**src/rtl/hazard_pkg.sv**
```systemverilog
// Shared types and constants for the RV32 pipeline hazard/stall controller.
package hazard_pkg;

  typedef enum logic [1:0] {
    RUN      = 2'd0,
    MDU_BUSY = 2'd1,
    MEM_WAIT = 2'd2
  } hz_state_e;

  localparam logic [1:0] FWD_RF  = 2'b00;
  localparam logic [1:0] FWD_WB  = 2'b01;
  localparam logic [1:0] FWD_MEM = 2'b10;

  // x0 is hardwired to zero, so it never matches as a producer
  function automatic logic rd_hit(input logic [4:0] rd, input logic [4:0] rs);
    return (rd != 5'd0) && (rd == rs);
  endfunction

endpackage

```
**src/rtl/fwd_sel.sv**
```systemverilog
// Execute-stage operand source select for one source register; MEM result wins over WB.
module fwd_sel
  import hazard_pkg::*;
(
  input  logic [4:0] i_rs,
  input  logic [4:0] i_rd_m,
  input  logic       i_reg_write_m,
  input  logic [4:0] i_rd_w,
  input  logic       i_reg_write_w,
  output logic [1:0] o_sel
);

  always_comb begin
    o_sel = FWD_RF;
    if (i_reg_write_m && rd_hit(i_rd_m, i_rs)) begin
      o_sel = FWD_MEM;
    end else if (i_reg_write_w && rd_hit(i_rd_w, i_rs)) begin
      o_sel = FWD_WB;
    end
  end

endmodule

```
**src/rtl/hazard_ctrl.sv**
```systemverilog
// Stall/flush/forward control for the five-stage RV32 core.
// Build option HAZARD_FWD_EN: Execute-stage forwarding; without it, RAW hazards stall Decode.
//
// state    | meaning
// RUN      | normal flow; MDU op or blocked data access may start a wait
// MDU_BUSY | MDU op held in Execute, r_mdu_cnt counts remaining stall cycles
// MEM_WAIT | data memory not ready; r_resume marks an interrupted MDU op
module hazard_ctrl
  import hazard_pkg::*;
#(
  parameter int MDU_CYCLES = 4,
  parameter int CNT_W      = 32
) (
  input  logic             clk,
  input  logic             reset,
  input  logic [4:0]       Rs1D,
  input  logic [4:0]       Rs2D,
  input  logic [4:0]       Rs1E,
  input  logic [4:0]       Rs2E,
  input  logic [4:0]       RdE,
  input  logic [4:0]       RdM,
  input  logic [4:0]       RdW,
  input  logic             RegWriteE,
  input  logic             RegWriteM,
  input  logic             RegWriteW,
  input  logic             LoadE,
  input  logic             PCSrcE,
  input  logic             MduE,
  input  logic             MemReqM,
  input  logic             imem_ready,
  input  logic             dmem_ready,
  output logic             StallF,
  output logic             StallD,
  output logic             StallE,
  output logic             StallM,
  output logic             FlushD,
  output logic             FlushE,
  output logic             FlushM,
  output logic             FlushW,
  output logic [1:0]       ForwardAE,
  output logic [1:0]       ForwardBE,
  output logic [CNT_W-1:0] StallCnt
);

  localparam int MDU_W = $clog2(MDU_CYCLES);
  localparam logic [MDU_W-1:0] MDU_LOAD = MDU_W'(MDU_CYCLES - 2);
  localparam logic [MDU_W-1:0] MDU_ONE  = MDU_W'(1);

  hz_state_e        r_state, w_state_nxt;
  logic [MDU_W-1:0] r_mdu_cnt, w_mdu_cnt_nxt;
  logic             r_resume, w_resume_nxt;
  logic [CNT_W-1:0] r_stall_cnt;

  logic       w_mem_req_wait, w_mem_stall, w_mdu_active, w_mdu_stall;
  logic       w_load_use, w_data_stall;
  logic [1:0] w_fwd_a, w_fwd_b;

  assign w_mem_req_wait = MemReqM && !dmem_ready;
  assign w_mem_stall    = w_mem_req_wait || ((r_state == MEM_WAIT) && !dmem_ready);
  assign w_mdu_active   = (r_state == MDU_BUSY) || ((r_state == MEM_WAIT) && r_resume);
  // count reaching zero releases Execute in that same cycle, so the op leaves on its edge
  assign w_mdu_stall    = ((r_state == RUN) && MduE) || (w_mdu_active && (r_mdu_cnt != '0));
  assign w_load_use     = LoadE && (rd_hit(RdE, Rs1D) || rd_hit(RdE, Rs2D));

  fwd_sel u_fwd_a (
    .i_rs          (Rs1E),
    .i_rd_m        (RdM),
    .i_reg_write_m (RegWriteM),
    .i_rd_w        (RdW),
    .i_reg_write_w (RegWriteW),
    .o_sel         (w_fwd_a)
  );

  fwd_sel u_fwd_b (
    .i_rs          (Rs2E),
    .i_rd_m        (RdM),
    .i_reg_write_m (RegWriteM),
    .i_rd_w        (RdW),
    .i_reg_write_w (RegWriteW),
    .o_sel         (w_fwd_b)
  );

`ifdef HAZARD_FWD_EN
  logic w_unused_fwd;
  assign w_unused_fwd = RegWriteE;
  assign w_data_stall = w_load_use;
  assign ForwardAE    = reset ? w_fwd_a : FWD_RF;
  assign ForwardBE    = reset ? w_fwd_b : FWD_RF;
`else
  logic w_unused_fwd;
  assign w_unused_fwd = ^{w_fwd_a, w_fwd_b};
  // W-stage producers are covered by register-file write-through
  assign w_data_stall = w_load_use
                     || (RegWriteE && (rd_hit(RdE, Rs1D) || rd_hit(RdE, Rs2D)))
                     || (RegWriteM && (rd_hit(RdM, Rs1D) || rd_hit(RdM, Rs2D)));
  assign ForwardAE    = FWD_RF;
  assign ForwardBE    = FWD_RF;
`endif

  always_comb begin
    w_state_nxt   = r_state;
    w_mdu_cnt_nxt = r_mdu_cnt;
    w_resume_nxt  = r_resume;
    unique case (r_state)
      RUN: begin
        if (w_mem_req_wait) begin
          w_state_nxt  = MEM_WAIT;
          w_resume_nxt = 1'b0;
        end else if (MduE) begin
          w_state_nxt   = MDU_BUSY;
          w_mdu_cnt_nxt = MDU_LOAD;
        end
      end
      MDU_BUSY: begin
        if (w_mem_req_wait) begin
          w_state_nxt  = MEM_WAIT;
          w_resume_nxt = 1'b1;
        end else if (r_mdu_cnt == '0) begin
          w_state_nxt = RUN;
        end else begin
          w_mdu_cnt_nxt = r_mdu_cnt - MDU_ONE;
        end
      end
      MEM_WAIT: begin
        if (dmem_ready) begin
          w_resume_nxt = 1'b0;
          if (r_resume && (r_mdu_cnt != '0)) begin
            w_state_nxt   = MDU_BUSY;
            w_mdu_cnt_nxt = r_mdu_cnt - MDU_ONE;
          end else begin
            w_state_nxt = RUN;
          end
        end
      end
      default: w_state_nxt = RUN;
    endcase
  end

  always_comb begin
    StallF = 1'b0;
    StallD = 1'b0;
    StallE = 1'b0;
    StallM = 1'b0;
    FlushD = 1'b0;
    FlushE = 1'b0;
    FlushM = 1'b0;
    FlushW = 1'b0;
    if (w_mem_stall) begin
      StallF = 1'b1;
      StallD = 1'b1;
      StallE = 1'b1;
      StallM = 1'b1;
      FlushW = 1'b1;
    end else if (w_mdu_stall) begin
      StallF = 1'b1;
      StallD = 1'b1;
      StallE = 1'b1;
      FlushM = 1'b1;
    end else begin
      if (w_data_stall) begin
        StallF = 1'b1;
        StallD = 1'b1;
        FlushE = 1'b1;
      end
      if (PCSrcE) begin
        FlushD = 1'b1;
        FlushE = 1'b1;
      end
    end
    if (!imem_ready) begin
      StallF = 1'b1;
      if (!StallD) FlushD = 1'b1;
    end
    if (!reset) begin
      StallF = 1'b0;
      StallD = 1'b0;
      StallE = 1'b0;
      StallM = 1'b0;
      FlushD = 1'b0;
      FlushE = 1'b0;
      FlushM = 1'b0;
      FlushW = 1'b0;
    end
  end

  always_ff @(posedge clk or negedge reset) begin
    if (!reset) begin
      r_state     <= RUN;
      r_mdu_cnt   <= '0;
      r_resume    <= 1'b0;
      r_stall_cnt <= '0;
    end else begin
      r_state   <= w_state_nxt;
      r_mdu_cnt <= w_mdu_cnt_nxt;
      r_resume  <= w_resume_nxt;
      if (StallF && (r_stall_cnt != '1)) r_stall_cnt <= r_stall_cnt + CNT_W'(1);
    end
  end

  assign StallCnt = r_stall_cnt;

endmodule

```
**config.mk**
```make
export PLATFORM = sky130hd
export DESIGN_NAME = hazard_ctrl
export DESIGN_NICKNAME = d
export VERILOG_FILES = /design/src/rtl/hazard_pkg.sv /design/src/rtl/fwd_sel.sv /design/src/rtl/hazard_ctrl.sv
export SDC_FILE = /design/constraint.sdc
export NUM_CORES = 1
export LEC_CHECK = 0
export CORE_MARGIN = 1.5
export CORE_UTILIZATION = 44
export DETAILED_ROUTE_END_ITERATION = 7
export GPL_ROUTABILITY_DRIVEN = 1
export PLACE_DENSITY = 0.77
export SYNTH_ARGS = -nofsm -noshare
export SYNTH_HDL_FRONTEND = slang
export SYNTH_SLANG_ARGS = --single-unit
```
**constraint.sdc**
```tcl
create_clock -name clk -period 2.63 [get_ports clk]
set_clock_uncertainty 0.15 [all_clocks]
set_input_delay 0.3945 -clock clk [delete_from_list [all_inputs] [get_ports clk]]
set_output_delay 0.3945 -clock clk [all_outputs]
set_load 0.02 [all_outputs]
```
== Word-level counts from Yosys, hierarchy flattened ==
Cells that the tools add are included.
Operators by class
  multiply operators: 0
  $lt $le $gt $ge: 0
  mux-type cells: 41
  eq/ne operators: 17
  shift-type cells: 0
  add/sub/neg operators: 2
  reduce and logical (&&, ||, !) cells: 31
  divide/modulo/power cells: 0
  bitwise logic cells: 0
Operator list (count)
  32-bit by 1-bit adder with 32-bit output (second input constant): 1
  32-bit != test (second input constant): 1
  1-bit two-way mux: 27
  2-bit two-way mux: 11
  5-bit == test: 4
  1-bit logical AND: 14
  2-bit != test (second input constant): 7
  2-bit one-hot mux with 3 select lines: 2
  5-bit nonzero test: 2
  1-bit logical OR: 7
  7-bit AND reduction: 1
  2-bit zero test: 2
  4-bit AND reduction: 1
  3-bit by 2-bit != test with 1-bit output (second input constant): 1
  3-bit != test (second input constant): 1
  1-bit one-hot mux with 3 select lines: 1
  3-bit AND reduction: 1
  3-bit nonzero test: 1
  2-bit by 1-bit == test with 1-bit output (second input constant): 1
  2-bit == test (second input constant): 1
  2-bit by 1-bit != test with 1-bit output (second input constant): 1
  2-bit nonzero test: 1
  2-bit by 1-bit subtractor with 2-bit output (second input constant): 1
  1-bit zero test: 1
Storage, ports and cells
  memories: 0
  bits in writable memories: 0
  bits in latches: 0
  ROM bits: 0
  word-level logic and storage cells: 95
  output and inout port bits: 44
  bits in registers: 37

== Logic depth before layout (Yosys ltp) ==
  depth after elaboration: 12
  gate-level depth with buffers: 11
  gate-level depth less buffers: 9

== Worst setup path after synthesis ==
No wires, ideal clock.
  path kind: register to register
  from: register r_state[0]
  to: register r_stall_cnt[7], in the netlist StallCnt[7]
  data arrival time: 2216 ps
  path buffers: 1
  clock period less this slack: 2446 ps
  path slack: 184 ps
  stages on the path, launching flop included: 11
  path through: dfrtp_1 -> inv_1 -> ha_1 -> a21oi_1 -> o211a_1 -> nor2_1 -> nor2_1 -> a211o_1 -> buf_4 -> nor3_2 -> xor2_1
Between the ends
  cells in the longest elaborated chain, start to end: 10
  elaborated cells on any way between the ends: 15
  classes of those cells: eq/ne (2); mux (4); reduce/logical (9)
Ends and longest elaborated chain
  start, declared: RTL line hazard_ctrl.sv:49  | hz_state_e r_state, w_state_nxt;
  start signal, assigned: RTL line hazard_ctrl.sv:193  | r_state <= w_state_nxt;
  2-bit == test: RTL line hazard_ctrl.sv:59, hazard_ctrl.sv:60
  1-bit logical AND: RTL line hazard_ctrl.sv:60  | assign w_mdu_active = (r_state == MDU_BUSY) || ((r_state == MEM_WAIT) && r_resume);
  1-bit logical OR: RTL line hazard_ctrl.sv:60
  1-bit logical AND: RTL line hazard_ctrl.sv:62  | assign w_mdu_stall = ((r_state == RUN) && MduE) || (w_mdu_active && (r_mdu_cnt != '0));
  1-bit logical OR: RTL line hazard_ctrl.sv:62
  1-bit two-way mux: RTL line hazard_ctrl.sv:154  | end else if (w_mdu_stall) begin
  1-bit two-way mux *: RTL line hazard_ctrl.sv:148  | if (w_mem_stall) begin
  1-bit two-way mux *: RTL line hazard_ctrl.sv:170  | if (!imem_ready) begin
  1-bit two-way mux *: RTL line hazard_ctrl.sv:174  | if (!reset) begin
  1-bit logical AND *: RTL line hazard_ctrl.sv:196  | if (StallF && (r_stall_cnt != '1)) r_stall_cnt <= r_stall_cnt + CNT_W'(1);
  end signal, assigned: RTL line hazard_ctrl.sv:196
  end, declared: RTL line hazard_ctrl.sv:52  | logic [CNT_W-1:0] r_stall_cnt;
Every way passes the cells marked *; elsewhere a longest branch is shown, timed or not.
A chain may end at the register's enable or synchronous reset.

== Final worst setup path ==
  from: input port Rs2D[0]
  to: output port FlushD
Between the ends
  cells in the longest elaborated chain, start to end: 12
  elaborated cells on any way between the ends: 17
  classes of those cells: eq/ne (2); mux (6); reduce/logical (9)
Ends and longest elaborated chain
  start, declared: RTL line hazard_ctrl.sv:17  | input logic [4:0] Rs2D,
  5-bit == test: RTL line hazard_pkg.sv:16  | return (rd != 5'd0) && (rd == rs);
  1-bit logical AND: RTL line hazard_pkg.sv:16
  1-bit logical OR: RTL line hazard_ctrl.sv:63, hazard_ctrl.sv:94
  1-bit logical AND, on equally long branches: RTL line hazard_ctrl.sv:63, hazard_ctrl.sv:94
  1-bit logical OR: RTL line hazard_ctrl.sv:94  | || (RegWriteE && (rd_hit(RdE, Rs1D) || rd_hit(RdE, Rs2D)))
  1-bit logical OR *: RTL line hazard_ctrl.sv:95  | || (RegWriteM && (rd_hit(RdM, Rs1D) || rd_hit(RdM, Rs2D)));
  1-bit two-way mux *: RTL line hazard_ctrl.sv:160  | if (w_data_stall) begin
  1-bit two-way mux *: RTL line hazard_ctrl.sv:154
  1-bit two-way mux *: RTL line hazard_ctrl.sv:148
  1-bit two-way mux *: RTL line hazard_ctrl.sv:172  | if (!StallD) FlushD = 1'b1;
  1-bit two-way mux *: RTL line hazard_ctrl.sv:170
  1-bit two-way mux *: RTL line hazard_ctrl.sv:174
  end, declared: RTL line hazard_ctrl.sv:36  | output logic FlushD,
Marks and branches as above.

==> flow_summary.yaml <==
layout:
  diodes: 0
  regArea_um2: 925.9
  area_growth_pct: 43.27
  multi_input_area_um2: 1358
  n_fill_cell: 453
  stdcell_count: 407
  drive_gt1_frac: 0.1395
  nets: 388
yosys:
  syn_avg_cell_area_um2: 9.293
  synth_xor_area_frac: 0.1900
  synth_warnings: 0
  synth_top_family_by_area: "simple AND/OR/NAND/NOR gates"
  synth_compound_area_frac: 0.08036
  syn_inst: 253
  async_flop_share: 1.000
  synth_seq_cells: 37
  yosysUniqueCellTypes: 38
  synth_adder_area_share: 0.03193
  synth_edf_count: 0
  synthMuxAreaShare: 0.004790
  synth.yosys.seq_area_share: 0.3938
  netlist_area_um2: 2351
  synth-simple-area-share: 0.2432
  synth_flop_cell: "dfrtp_1"
grt:
  use_met3: 0.04311
  grt_pass1_wl_um: 9991
  grt_max_degree: 18
  grt_pass1_vias: 2135
  grt-busiest-layer: "met2"
  grt_use_met2: 0.3577
  grt_antenna_before_repair: 0
  grt_util_met1: 0.2679
  grt_overflow: 0
  grt_util_all_layers: 0.2090
clock_tree:
  clk_pin_slew_ns: 0.08
  cts_setup_buffers: 0
  clkLatencyLatePin_ns: 0.29
  cts_tree: "yes"
  cts-root-buf: "clkbuf_8"
  clkSinkCount: 37
  clock_path_buffers: 2
  htreeDepth: 2
  cts_made_buffers: 5
flow_run:
  drv_cap: 0
die:
  num_rows: 26
  io-pin-count: 90
  coreArea_um2: 5140
  die_area_um2: 5790
  chipHeight_um: 76.10
  die_w_um: 76.10
  initial_core_util: 0.4574
placement:
  dp_hpwl_um: 4254
  io_buffer_count: 69
  dp.cells: 398
  globalplace.congestion: 0.8772
worst_setup_path:
  worst_ep_required_time_ns: 2.09
  r2r_cells: 10
  path_class: "input pin to output pin"
  path_max_fanout: 3
  crit_chain: "clkdlybuf4s50_1 -> xor2_1 -> nor2_1 -> a22oi_1 -> o22a_2 -> a21oi_1 -> nor3_1 -> buf_2"
  crit_path_end_kind: "output pin"
  slowest_delay_ns: 0.51
  arrival_ns: 1.94
  critPathLaunchType: "input pin"
  worst_path_max_delay_cell: "clkdlybuf4s50_1"
  reg2reg_setup_slack_ns: 0.21
power:
  power_uw: 2236
  p_int_uw: 1403
  pwr-share-seq: 0.357
  p_sw_uw: 833.0
  power.density_nw_per_um2: 663.7
  max-vdd-ir-drop_v: 0.0004845
  swShare: 0.3726
  leakage_uw: 0.001654
  power.share.clock: 0.229
  power.share.combinational: 0.414
sta:
  max_freq_mhz: 401.9
  setup_viol: 0
  finalHoldViolations: 0
  final_max_slew_viol_count: 0
  relSlewSlack: 0.6625
  setup_tns_ns: 0
  post-route-min-period_ns: 2.488
  fin_crit_sh: 0.9460
  worst_pin_slew_ns: 0.5044
routing:
  drt_first_iter_violations: 47
  first_pass_iters: 4
  num_vias: 2131
  ant_nets: 0
  drc: 0
  wl_per_cell_um: 14.81
  viasPerCell: 5.236
  wirelength_um: 6027
worst_hold_path:
  hold_class: "input pin to asynchronous set/reset pin"
outcome:
  status: "finished clean"
final timing paths:
path                             startpoint            to
min in group clk                StallCnt[7]   StallCnt[7]
worst max-delay path                Rs2D[0]        FlushD
worst min register to register  StallCnt[7]   StallCnt[7]
worst max register to register   r_state[0]  StallCnt[14]
max in group asynchronous             reset  r_mdu_cnt[0]
worst min-delay path                  reset  StallCnt[26]
cell usage after synthesis (6+ instances only):
cell type	number	area (um2)
nor2_1	23	86.33
buf_4	7	52.55
xnor2_1	6	52.55
nand2_1	17	63.81
and3_1	7	43.79
nand3_1	14	70.07
ha_1	6	75.07
nor3_2	9	90.09
inv_1	16	60.06
xor2_1	45	394.1
a21oi_1	6	30.03
nor4_1	7	43.79
dfrtp_1	37	925.9
nor3_1	8	40.04
cells in the final DEF (no fill, tap or decap), types with 2 or more instances in the layout:
cell type / count
a21oi_1: 6
clkbuf_8: 6
xnor2_1: 6
conb_1: 4
nor4_1: 4
a31oi_1: 3
buf_4: 11
xor2_1: 44
nand4_1: 5
nand3_1: 14
buf_2: 4
inv_1: 16
and4_1: 2
o211a_1: 2
nand3_2: 2
dfrtp_1: 37
buf_12: 2
and3_1: 7
o21ai_1: 2
nor3_2: 11
ha_1: 5
dlygate4sd2_1: 6
nor2b_1: 4
a22oi_1: 2
nor3_1: 6
dlymetal6s2s_1: 14
and2_1: 4
nor4_2: 3
clkdlybuf4s50_1: 44
nand2_1: 17
o21ai_0: 3
nor2_1: 23
stage by stage:
step	instance area, um2	hold WS [ns]	setup slack (ns)	util
2_1_floorplan	2362	-0.05109	0.1841	-
3_3_place_gp	3183	0.1157	-0.4538	0.6193
3_5_place_dp	3183	0.1147	-0.4777	0.6193
4_1_cts	3284	0.01756	0.003090	0.6390
5_1_grt	3368	0.03685	-0.007569	0.6553
6_report	3368	0.01702	0.1420	0.6553
flip-flops by register name, indices dropped and copies added, names as in the netlist:
signal,count
StallCnt,32
r_mdu_cnt,2
r_state,2
r_resume,1
power groups by stage:
stage          sequential [uW]  clock (uW)  combinational (uW)
4_1_cts                    799         517                 922
5_1_grt                    820         543                1010
2_1_floorplan              884           0                 456
6_report                   799         511                 926
3_5_place_dp               809           0                 933
3_3_place_gp               805           0                 903
worst max-delay path: cells and delay by family:
family / cells / cell delay [ns]
compound gates: 3 / 0.45
xor+xnor: 1 / 0.18
buf+inv: 2 / 0.70
simple gates: 2 / 0.21
cell type report:
cell class / instances / share of cell area
multi-input combinational: 194 / 0.4030
sequential: 37 / 0.2749
timing repair buffer: 82 / 0.2437
tap: 70 / 0.02600
clock buffer: 7 / 0.02563
inverter: 16 / 0.01783
clock inverter: 1 / 0.008915
metal layers:
layer / part of all wire / wire length, um / vias up
li1: - / - / 1024
met1: 0.46 / 2756 / 1011
met2: 0.47 / 2830 / 84
met3: 0.056 / 335 / 12
met4: 0.017 / 105 / 0
met5: 0 / 0 / -
cell families after synthesis:
kind of cell | count (synthesis)
xor gates and xnor gates | 51
adders and majority gates | 6
buffers and inverters | 25
muxes | 1
AOI/OAI and AO/OA | 28
other | 1
and+or+nand+nor | 104
DFF | 37
timing repair:
action,in CTS,in global routing
endpoints found under the hold margin,5,0
pin swaps,2,14
gates resized for setup,27,23
hold buffers,1,0
setup endpoints to repair,6,11
Note: power is estimated with default switching activity, not from simulation.
